File: config.mk
export PLATFORM = sky130hd
export DESIGN_NAME = fc_neuron_accumulator
export DESIGN_NICKNAME = d
export VERILOG_FILES = /design/src/rtl/fc_neuron_accumulator_pkg.sv /design/src/rtl/fc_neuron_accumulator_sat_scale.sv /design/src/rtl/fc_neuron_accumulator.sv
export SDC_FILE = /design/constraint.sdc
export NUM_CORES = 1
export LEC_CHECK = 0
export BUFFER_PORTS_ARGS = -buffer_cell sky130_fd_sc_hd__buf_2
export CAP_MARGIN = 40
export CORE_ASPECT_RATIO = 1.75
export CORE_UTILIZATION = 56
export DETAILED_ROUTE_END_ITERATION = 10
export GPL_ROUTABILITY_DRIVEN = 0
export PLACE_DENSITY_LB_ADDON = 0.1
export SYNTH_ARGS = -nofsm -noshare
export SYNTH_HDL_FRONTEND = slang
export SYNTH_SLANG_ARGS = --single-unit
File: constraint.sdc
create_clock -name i_clk -period 3.2 [get_ports i_clk]
set_input_delay 0.64 -clock i_clk [delete_from_list [all_inputs] [get_ports i_clk]]
set_output_delay 0.64 -clock i_clk [all_outputs]
set_load 0.01 [all_outputs]
File: src/rtl/fc_neuron_accumulator_pkg.sv
// Shared FC-stage definitions: FSM state encoding, default operand widths,
// and the accumulator-width helper used by the neuron accumulator and scaler.
package fc_neuron_accumulator_pkg;

  typedef enum logic [1:0] {
    ST_IDLE   = 2'd0,
    ST_ACCUM  = 2'd1,
    ST_OUTPUT = 2'd2
  } state_e;

  localparam int DEF_N    = 5;
  localparam int DEF_FRAC = 2;

  // Wide enough that NUM_INPUTS products plus a bias can never overflow.
  function automatic int acc_width(input int n, input int num_inputs);
    return 2 * n + $clog2(num_inputs) + 1;
  endfunction

endpackage

File: src/rtl/fc_neuron_accumulator_sat_scale.sv
// Combinational rescale of a signed ACCW-bit sum: floor shift by FRAC,
// optional ReLU, then saturation to a signed N-bit activation.
module fc_neuron_accumulator_sat_scale #(
  parameter int N    = 5,
  parameter int ACCW = 13,
  parameter int FRAC = 2,
  parameter int RELU = 1
) (
  input  logic [ACCW-1:0] i_sum,
  output logic [N-1:0]    o_act
);

  localparam logic signed [ACCW-1:0] W_MAX = ACCW'((2 ** (N - 1)) - 1);
  localparam logic signed [ACCW-1:0] W_MIN = ACCW'(-(2 ** (N - 1)));

  logic signed [ACCW-1:0] w_shift;
  logic signed [ACCW-1:0] w_relu;

  always_comb begin
    w_shift = $signed(i_sum) >>> FRAC;
    w_relu  = w_shift;
    if ((RELU != 0) && (w_shift < 0)) begin
      w_relu = '0;
    end
    if (w_relu > W_MAX) begin
      o_act = W_MAX[N-1:0];
    end else if (w_relu < W_MIN) begin
      o_act = W_MIN[N-1:0];
    end else begin
      o_act = w_relu[N-1:0];
    end
  end

endmodule

File: src/rtl/fc_neuron_accumulator.sv
// FC neuron: accumulates NUM_INPUTS signed products onto a bias, then emits a
// scaled/ReLU'd/saturated N-bit activation with ready/valid on both sides.
module fc_neuron_accumulator
  import fc_neuron_accumulator_pkg::*;
#(
  parameter int N          = DEF_N,
  parameter int NUM_INPUTS = 16,
  parameter int FRAC       = DEF_FRAC,
  parameter int RELU       = 1
) (
  input  logic           i_clk,
  input  logic           i_rst,
  input  logic           i_start,
  input  logic [2*N-1:0] i_bias,
  input  logic [2*N-1:0] i_prod,
  input  logic           i_in_valid,
  output logic           o_in_ready,
  output logic [N-1:0]   o_out_data,
  output logic           o_out_valid,
  input  logic           i_out_ready,
  output logic           o_busy
);

  localparam int ACCW = acc_width(N, NUM_INPUTS);
  localparam int CNTW = (NUM_INPUTS > 1) ? $clog2(NUM_INPUTS) : 1;
  localparam logic [CNTW-1:0] LAST_CNT = CNTW'(NUM_INPUTS - 1);

  state_e          r_state;
  logic [ACCW-1:0] r_acc;
  logic [CNTW-1:0] r_cnt;
  logic [N-1:0]    r_out_data;
  logic            r_out_valid;

  logic            w_accept;
  logic [ACCW-1:0] w_prod_ext;
  logic [ACCW-1:0] w_bias_ext;
  logic [ACCW-1:0] w_sum_next;
  logic [N-1:0]    w_act;

  assign o_in_ready  = (r_state == ST_ACCUM);
  assign o_busy      = (r_state != ST_IDLE);
  assign o_out_data  = r_out_data;
  assign o_out_valid = r_out_valid;

  assign w_accept   = i_in_valid && o_in_ready;
  assign w_prod_ext = {{(ACCW - 2*N){i_prod[2*N-1]}}, i_prod};
  assign w_bias_ext = {{(ACCW - 2*N){i_bias[2*N-1]}}, i_bias};
  assign w_sum_next = r_acc + w_prod_ext;

  // Scaling sees the sum including the product being accepted, so the
  // result registers on the same edge as the final accept.
  fc_neuron_accumulator_sat_scale #(
    .N    (N),
    .ACCW (ACCW),
    .FRAC (FRAC),
    .RELU (RELU)
  ) u_sat_scale (
    .i_sum (w_sum_next),
    .o_act (w_act)
  );

  always_ff @(posedge i_clk) begin
    if (i_rst) begin
      r_state     <= ST_IDLE;
      r_acc       <= '0;
      r_cnt       <= '0;
      r_out_data  <= '0;
      r_out_valid <= 1'b0;
    end else begin
      case (r_state)
        ST_IDLE: begin
          if (i_start) begin
            r_acc   <= w_bias_ext;
            r_cnt   <= '0;
            r_state <= ST_ACCUM;
          end
        end
        ST_ACCUM: begin
          if (w_accept) begin
            r_acc <= w_sum_next;
            r_cnt <= r_cnt + 1'b1;
            if (r_cnt == LAST_CNT) begin
              r_out_data  <= w_act;
              r_out_valid <= 1'b1;
              r_state     <= ST_OUTPUT;
            end
          end
        end
        ST_OUTPUT: begin
          if (r_out_valid && i_out_ready) begin
            r_out_valid <= 1'b0;
            r_state     <= ST_IDLE;
          end
        end
        default: begin
          r_state     <= ST_IDLE;
          r_out_valid <= 1'b0;
        end
      endcase
    end
  end

endmodule

==> results of run 1 <==
## layer usage
layer  vias up  track usage  wire length (µm)
met5         -            0                 0
met4         0        0.153               161
met3        13       0.0368               100
met2        35        0.539              2460
met1       840        0.305              1840
li1        917            -                 -
## state kept, by name, indices dropped and copies added, names as in the netlist
register / count
o_out_data: 5
r_state: 2
o_out_valid: 1
r_acc: 15
r_cnt: 4
## cell families after synthesis
| logic type | Yosys count |
|---|---|
| DFF | 27 |
| adders and majority gates | 16 |
| muxes | 2 |
| buffers and inverters | 19 |
| xor gates and xnor gates | 11 |
| and+or+nand+nor | 85 |
| AOI/OAI and AO/OA | 71 |
## power breakdown
group | switching, W | internal, W
sequential | 0.0000137 | 0.000357
clock | 0.000117 | 0.0000878
combinational | 0.000189 | 0.000130
## layout make-up
type / instances / area (µm²) / area share
Tap cell: 43 / 53.8 / 0.0254
Timing Repair Buffer: 34 / 175 / 0.0826
Inverter: 11 / 41.3 / 0.0195
Multi-Input combinational cell: 185 / 1260 / 0.596
Clock inverter: 1 / 5.00 / 0.00236
Clock buffer: 3 / 41.3 / 0.0195
Sequential cell: 27 / 541 / 0.255
## worst reg2reg max path, delay by kind of cell, from the launching register on
| family | cells | cell delay (ns) |
|---|---|---|
| AOI/OAI and AO/OA | 4 | 1.06 |
| and+or+nand+nor | 3 | 0.66 |
| adders and majority gates | 2 | 0.40 |
| DFF | 1 | 0.33 |
| buffers and inverters | 1 | 0.07 |
## metrics by stage
stage | util | hold WS, ns | cells | instance area, µm² | setup WS [ns]
floorplan | - | 0.453 | 231 | 1880 | 0.469
global placement | 0.653 | 0.438 | 300 | 2070 | 0.190
detailed placement | 0.653 | 0.448 | 300 | 2070 | 0.133
CTS | 0.668 | 0.476 | 304 | 2120 | 0.438
global route | 0.668 | 0.497 | 304 | 2120 | 0.235
finish | 0.668 | 0.469 | 304 | 2120 | 0.425
## worst paths after layout
path                                     from             to  slack, ns  depth (start not counted)
worst max-delay path                i_prod[0]  o_out_data[3]       0.43                         11
worst min-delay path            o_out_data[4]  o_out_data[4]       0.47                          1
worst max register to register       r_acc[0]  o_out_data[3]       0.55                         10
worst min register to register  o_out_data[4]  o_out_data[4]       0.47                          1
## placed cells by master (no fill, tap or decap), types with 3 or more instances in the layout
| cell type | instances |
|---|---|
| a31oi_1 | 3 |
| nand3_1 | 10 |
| and2_1 | 6 |
| nand2_1 | 25 |
| xor2_1 | 5 |
| a211oi_1 | 5 |
| a21oi_1 | 16 |
| o21a_1 | 3 |
| clkbuf_8 | 3 |
| nor2_1 | 24 |
| a21o_1 | 7 |
| o21ai_0 | 5 |
| xnor2_1 | 6 |
| o211ai_1 | 3 |
| ha_1 | 15 |
| nor3_1 | 6 |
| dfxtp_1 | 27 |
| a32oi_1 | 5 |
| o221a_2 | 3 |
| inv_1 | 10 |
| a311oi_1 | 7 |
| buf_2 | 32 |
==> flow_metrics.env, run 1 <==
export IMPL_viasPerCell=5.94
export IMPL_synth_simple_area_share=0.214
export IMPL_dieArea_um2=3600
export IMPL_drt_iter0_drc=58
export IMPL_ir_drop_mv=0.340
export IMPL_outcome="complete, no violations"
export IMPL_yosys_area_top_type="dfxtp_1"
export IMPL_grt_pass1_vias=1833
export IMPL_ys_top_cells_by_area="dfxtp_1 29%, ha_1 10%, nand2_1 5.0%"
export IMPL_worst_path_buf_inv=2
export IMPL_nets=303
export IMPL_rsz0062_at_grt="no"
export IMPL_tightest_slew_ns=0.474
export IMPL_globalRouteTotalUtil=0.295
export IMPL_synth_cell_types=48
export IMPL_grt_max_degree=25
export IMPL_num_io_pins=33
export IMPL_antenna_cells=0
export IMPL_setup_violations_final=0
export IMPL_finalPower_w=0.000894
export IMPL_async_flop_share=0
export IMPL_drc_errors=0
export IMPL_synthAdderAreaFrac=0.111
export IMPL_criticalPathCategory="primary input to register"
export IMPL_nFillCells=313
export IMPL_cts_buffers=3
export IMPL_critPathMaxStageDelay_ns=0.39
export IMPL_synth_common_cells="27 x dfxtp_1, 25 x nand2_1, 24 x nor2_1, 16 x a21oi_1, 15 x ha_1"
export IMPL_clock_latency_ns=0.28
export IMPL_ctsHoldBuffers=0
export IMPL_path_clk_slew_ns=0.10
export IMPL_yosysMostFrequentCell="dfxtp_1"
export IMPL_hp_class="register to register"
export IMPL_crit_path_end_kind="register"
export IMPL_ys_seq_area_frac=0.288
export IMPL_cp_slowest_cell="a2111oi_2"
export IMPL_syn_instance_count=231
export IMPL_powerDensity_nw_per_um2=421
export IMPL_vias=1805
export IMPL_maxSlewViolCount=0
export IMPL_grt_overflow=0
export IMPL_clockBufferDepth=2
export IMPL_wl_per_cell_um=15.0
export IMPL_leakagePower_nw=0.972
export IMPL_synth_xor_area_share=0.0513
export IMPL_port_buffers=32
export IMPL_worst_setup_path_start_kind="primary input"
export IMPL_rows=27
export IMPL_antenna_left=0
export IMPL_min_period_ns=2.77
export IMPL_htree_num_levels=1
export IMPL_routed_wl_mm=4.56
export IMPL_arrival_ns=2.95
export IMPL_synth_seq_cells=27
export IMPL_synth_edff_count=0
export IMPL_path_max_fanout=5
export IMPL_postCtsResizedCells=0
export IMPL_drive_gt1_frac=0.184
export IMPL_crit_chain="buf_2 > ha_1 > inv_1 > fa_1 > and2b_1 > o2111ai_2 > a31oi_1 > or3_1 > a2111oi_2 > a41o_1 > nand3_1"
export IMPL_die_height_um=78.6
export IMPL_hold_viol=0
export IMPL_yosysWarningCount=0
export IMPL_synthFlopType="dfxtp_1"
export IMPL_synth_mux_area_frac=0.0107
export IMPL_area_growth_pct=13.0
export IMPL_cts_setup_buffers=0
export IMPL_syn_mean_instance_area_um2=8.12
export IMPL_drt_pass1_iterations=4
export IMPL_synth_top_area_share=0.288
export IMPL_coreArea_um2=3180
export IMPL_critical_path_top_delay_family="compound AO/OA/AOI/OAI gates"
export IMPL_start_util=0.591
export IMPL_maxCapViolations=0
export IMPL_max_freq_mhz=360
export IMPL_synth_compound_area_frac=0.287
export IMPL_synth_top_family_by_area="compound AO/OA/AOI/OAI gates"
export IMPL_fin_crit_sh=0.867
export IMPL_cts_tree="yes"
export IMPL_grt_antenna_before_repair=0
export IMPL_synth_nets=272
export IMPL_grt_pass1_wl_mm=7.90
export IMPL_dp_hpwl_mm=3.51
export IMPL_clock_skew_final_ns=0.00238
export IMPL_root_buffer="clkbuf_8"
export IMPL_maxSlewHeadroom=0.684
export IMPL_synth_area_um2=1880
export IMPL_die_x_um=45.8
export IMPL_tns_ns=0
export IMPL_crit_required_ns=3.37
export IMPL_clock_sinks=27
Note: power is estimated with default switching activity, not from simulation.
==> inputs of run 2 (changes only) <==
--- a/config.mk
+++ b/config.mk
@@ -8,10 +8,11 @@
 export BUFFER_PORTS_ARGS = -buffer_cell sky130_fd_sc_hd__buf_2
 export CAP_MARGIN = 40
 export CORE_ASPECT_RATIO = 1.75
-export CORE_UTILIZATION = 56
+export CORE_UTILIZATION = 50
 export DETAILED_ROUTE_END_ITERATION = 10
 export GPL_ROUTABILITY_DRIVEN = 0
 export PLACE_DENSITY_LB_ADDON = 0.1
+export SLEW_MARGIN = 20
 export SYNTH_ARGS = -nofsm -noshare
 export SYNTH_HDL_FRONTEND = slang
 export SYNTH_SLANG_ARGS = --single-unit
==> constraint.sdc (replaced) <==
create_clock -name i_clk -period 2.24 [get_ports i_clk]
set_input_delay 0.448 -clock i_clk [delete_from_list [all_inputs] [get_ports i_clk]]
set_output_delay 0.448 -clock i_clk [all_outputs]
set_load 0.01 [all_outputs]
==> flow_metrics.env, run 2 (synthesis results as in run 1) <==
export IMPL_outcome="finished, violations left"
export IMPL_violations="setup timing"
export IMPL_clock_latency_ns=0.28
export IMPL_clock_skew_final_ns=0.0106
export IMPL_globalRouteTotalUtil=0.266
export IMPL_antenna_left=0
export IMPL_htree_num_levels=1
export IMPL_cts_buffers=3
export IMPL_clockBufferDepth=2
export IMPL_vias=1977
export IMPL_powerDensity_nw_per_um2=580
export IMPL_hold_ws_ns=0.383
export IMPL_nFillCells=302
export IMPL_grt_antenna_before_repair=0
export IMPL_max_freq_mhz=413
export IMPL_coreArea_um2=3590
export IMPL_maxSlewHeadroom=0.726
export IMPL_multiInputGateArea_um2=1350
export IMPL_worst_setup_path_start_kind="register"
export IMPL_wl_per_cell_um=14.5
export IMPL_antenna_cells=0
export IMPL_leakagePower_nw=1.18
export IMPL_die_x_um=48.3
export IMPL_rows=29
export IMPL_min_period_ns=2.42
export IMPL_fin_ws_ns=-0.184
export IMPL_hp_class="primary input to register"
export IMPL_drc_errors=0
export IMPL_area_growth_pct=33.9
export IMPL_drt_pass1_iterations=4
export IMPL_crit_required_ns=2.40
export IMPL_path_clk_slew_ns=0.09
export IMPL_root_buffer="clkbuf_8"
export IMPL_dieArea_um2=4010
export IMPL_ir_drop_mv=0.776
export IMPL_num_io_pins=33
export IMPL_grt_pass1_wl_mm=8.62
export IMPL_grt_max_degree=18
export IMPL_pre_cts_slack_ns=-0.471
export IMPL_cts_tree="yes"
export IMPL_start_util=0.522
export IMPL_dp_hpwl_mm=3.95
export IMPL_clock_sinks=27
export IMPL_criticalPathCategory="register to register"
export IMPL_rsz0062_at_grt="yes"
export IMPL_grt_pass1_vias=2022
export IMPL_regArea_um2=542
export IMPL_mostFrequentLayoutCells="42 x buf_4, 32 x buf_2, 26 x dfxtp_1"
export IMPL_die_height_um=83.1
export IMPL_setup_violations_final=6
export IMPL_nets=343
export IMPL_routed_wl_mm=5.02
export IMPL_final_common_cell="buf_4"
export IMPL_arrival_ns=2.59
export IMPL_maxSlewViolCount=0
export IMPL_top_register="r_acc"
export IMPL_hold_viol=0
export IMPL_path_max_fanout=4
export IMPL_port_buffers=32
export IMPL_largest_reg_flops=15
export IMPL_drt_iter0_drc=51
export IMPL_viasPerCell=5.70
export IMPL_finalPower_w=0.00146
export IMPL_crit_path_end_kind="register"
export IMPL_maxCapViolations=0
export IMPL_grt_overflow=0
export IMPL_fin_crit_sh=1.08
export IMPL_drive_gt1_frac=0.342
export IMPL_tightest_slew_ns=0.400
-- run 2: changes by cell type in the layout (fill, tap and decap cells not counted), sizes merged --
cell  before  now
buf       34   74
-- run 2: layout make-up --
type / count / share of cell area
Tap cell: 46 / 0.0229
Timing Repair Buffer: 74 / 0.189
Clock buffer: 3 / 0.0164
Inverter: 11 / 0.0164
Multi-Input combinational cell: 185 / 0.537
Clock inverter: 1 / 0.00199
Sequential cell: 27 / 0.216
-- run 2: metal layers --
layer | vias to the layer above | track usage | part of all wire
met5 | - | 0 | 0
met4 | 0 | 0.0963 | 0.020
met3 | 10 | 0.0275 | 0.024
met2 | 40 | 0.526 | 0.57
met1 | 930 | 0.278 | 0.39
li1 | 997 | - | -
-- run 2: worst max-delay path, cell delays in order (launching register included) --
cell and delay (ns):
dfxtp_2 0.36, ha_4 0.13, inv_2 0.03, fa_2 0.33
and2b_1 0.24, o2111ai_2 0.13, buf_4 0.18, a21o_1 0.16
and2_4 0.15, a2111oi_4 0.26, a41o_1 0.26, nand3_1 0.08
-- run 2: metrics by stage --
step	instance area [µm²]	utilization	TNS (ns)	cells
after CTS	2440	0.680	-0.764	345
final	2510	0.699	-0.859	347
after global placement	2370	0.660	-3.11	340
after global routing	2510	0.699	-1.79	347
after detailed placement	2370	0.660	-3.54	340
after floorplan	1890	-	-1.11	231
-- run 2: path summary, 6_finish.rpt --
kind                 startpoint  cells past startpoint  slack [ns]             to
setup reg to reg       r_acc[0]                     11       -0.18  o_out_data[1]
hold reg to reg   o_out_data[4]                      1        0.46  o_out_data[4]
hold / removal          i_start                      2        0.38       r_cnt[3]
setup / recovery       r_acc[0]                     11       -0.18  o_out_data[1]
-- run 2: where the power goes --
group,switching (W),internal [W]
Sequential,0.0000209,0.000511
Combinational,0.000324,0.000316
Clock,0.000162,0.000125
Total,0.000507,0.000951
-- run 2: timing repair --
action                     in CTS  in global routing
pin swaps                       6                  3
setup buffers                   1                  2
hold buffers                    0                  0
gates resized for setup         3                 10
setup endpoints to repair       7                 10
==> inputs of run 3 (changes only) <==
--- a/config.mk
+++ b/config.mk
@@ -5,13 +5,13 @@
 export SDC_FILE = /design/constraint.sdc
 export NUM_CORES = 1
 export LEC_CHECK = 0
-export BUFFER_PORTS_ARGS = -buffer_cell sky130_fd_sc_hd__buf_2
-export CAP_MARGIN = 40
+export BUFFER_PORTS_ARGS = -buffer_cell sky130_fd_sc_hd__buf_4
+export CAP_MARGIN = 20
 export CORE_ASPECT_RATIO = 1.75
 export CORE_UTILIZATION = 50
 export DETAILED_ROUTE_END_ITERATION = 10
 export GPL_ROUTABILITY_DRIVEN = 0
-export PLACE_DENSITY_LB_ADDON = 0.1
+export PLACE_DENSITY = 0.71
 export SLEW_MARGIN = 20
 export SYNTH_ARGS = -nofsm -noshare
 export SYNTH_HDL_FRONTEND = slang
==> flow_metrics.env, run 3 (synthesis results as in run 1) <==
export IMPL_die_x_um=48.3
export IMPL_antenna_left=0
export IMPL_largest_reg_flops=15
export IMPL_multiInputGateArea_um2=1400
export IMPL_final_cell_area_um2=2630
export IMPL_max_freq_mhz=395
export IMPL_htree_num_levels=1
export IMPL_hold_viol=0
export IMPL_drive_gt1_frac=0.363
export IMPL_reg2regPathDepth=12
export IMPL_path_max_fanout=4
export IMPL_vias=2029
export IMPL_fin_ws_ns=-0.291
export IMPL_regArea_um2=543
export IMPL_arrival_ns=2.69
export IMPL_outcome="finished, violations left"
export IMPL_area_growth_pct=40.3
export IMPL_clockBufferDepth=2
export IMPL_wl_per_cell_um=16.2
export IMPL_grt_antenna_before_repair=0
export IMPL_worst_path_buf_inv=3
export IMPL_crit_chain="ha_4 > inv_2 > fa_2 > and2b_1 > o2111ai_2 > buf_4 > nand3_2 > a41o_1 > xor2_1 > buf_4 > a32oi_2 > nand3_1"
export IMPL_rsz0062_at_grt="yes"
export IMPL_min_period_ns=2.53
export IMPL_crit_required_ns=2.40
export IMPL_drt_iter0_drc=74
export IMPL_tns_ns=-1.71
export IMPL_hp_class="primary input to register"
export IMPL_cp_slowest_cell="dfxtp_2"
export IMPL_cts_buffers=3
export IMPL_top_register="r_acc"
export IMPL_tightest_slew_ns=0.592
export IMPL_dpl_instance_area_um2=2420
export IMPL_worst_setup_path_start_kind="register"
export IMPL_drt_pass1_iterations=4
export IMPL_cts_tree="yes"
export IMPL_dp_hpwl_mm=3.99
export IMPL_globalRouteTotalUtil=0.276
export IMPL_maxCapViolations=0
export IMPL_antenna_cells=0
export IMPL_die_height_um=83.1
export IMPL_violations="setup timing"
export IMPL_grt_pass1_vias=1982
export IMPL_powerDensity_nw_per_um2=566
export IMPL_wl_met2_mm=3.16
export IMPL_hold_depth=2
export IMPL_port_buffers=32
export IMPL_drc_errors=0
export IMPL_setup_violations_final=8
export IMPL_top_layer_used="met4"
export IMPL_maxSlewViolCount=0
export IMPL_nFillCells=296
export IMPL_dieArea_um2=4010
export IMPL_clock_sinks=27
export IMPL_fin_crit_sh=1.13
export IMPL_num_io_pins=33
export IMPL_grt_overflow=0
export IMPL_criticalPathCategory="register to register"
export IMPL_rows=29
export IMPL_mostFrequentLayoutCells="73 x buf_4, 25 x nand2_1, 25 x dfxtp_1"
export IMPL_wl_met3_um=127
export IMPL_leakagePower_nw=1.22
export IMPL_drt_met1_wl_mm=2.16
export IMPL_critPathMaxStageDelay_ns=0.37
export IMPL_root_buffer="clkbuf_8"
export IMPL_viasPerCell=5.86
export IMPL_grt_pass1_wl_mm=8.71
export IMPL_crit_path_end_kind="register"
export IMPL_critical_path_top_delay_family="compound AO/OA/AOI/OAI gates"
export IMPL_nets=342
export IMPL_crit_top_cell="buf_4"
export IMPL_routed_wl_mm=5.62
export IMPL_ir_drop_mv=0.482
export IMPL_clock_latency_ns=0.27
export IMPL_crit_cells=12
export IMPL_grt_max_degree=25
export IMPL_maxSlewHeadroom=0.606
export IMPL_clock_skew_final_ns=0.00387
export IMPL_start_util=0.522
export IMPL_final_common_cell="buf_4"
export IMPL_path_clk_slew_ns=0.10
export IMPL_coreArea_um2=3590
==> run 3: per-stage QoR <==
step / hold WS, ns / instances / setup slack, ns / total power (W) / utilization
2_1_floorplan: 0.453 / 231 / -0.252 / 0.000878 / -
3_3_place_gp: 0.446 / 336 / -0.400 / 0.00110 / 0.674
3_5_place_dp: 0.453 / 336 / -0.428 / 0.00111 / 0.674
4_1_cts: 0.362 / 342 / -0.199 / 0.00143 / 0.703
5_1_grt: 0.347 / 346 / -0.406 / 0.00158 / 0.733
6_report: 0.364 / 346 / -0.291 / 0.00149 / 0.733
==> run 3: cell type report <==
class	instances	share of cell area
tap	46	0.0219
inverter	11	0.0157
timing repair buffer	73	0.208
clock buffer	4	0.0171
multi-input combinational	185	0.531
sequential	27	0.206
==> run 3: worst register-to-register path: cells and delay by family (launching register included) <==
family / cells / cell delay [ns]
adders and majority gates: 2 / 0.47
DFF: 1 / 0.37
AOI/OAI and AO/OA: 3 / 0.64
xor gates and xnor gates: 1 / 0.12
and+or+nand+nor: 3 / 0.40
buffers and inverters: 3 / 0.40
==> run 3: metal layers <==
layer  vias up  track usage
li1        992            -
met1       978        0.291
met2        45        0.535
met3        14       0.0293
met4         0        0.115
met5         -            0
==> run 3: what timing repair did <==
item / CTS / global route
buffers inserted: 2 / 4
pin swaps: 13 / 18
setup endpoints to repair: 8 / 10
cloned: 0 / 0
hold buffers: 0 / 0
resized for setup: 9 / 15
==> run 3: path summary, 6_finish.rpt <==
check                     start       endpoint  slack (ns)
hold reg to reg   o_out_data[4]  o_out_data[4]        0.47
setup / recovery       r_acc[0]  o_out_data[2]       -0.29
hold / removal          i_start       r_cnt[3]        0.36
setup reg to reg       r_acc[0]  o_out_data[2]       -0.29
==> run 3: power by group <==
part | internal (W) | total, W | switching [W]
Clock | 0.000128 | 0.000287 | 0.000159
Combinational | 0.000322 | 0.000671 | 0.000349
Sequential | 0.000511 | 0.000533 | 0.0000220
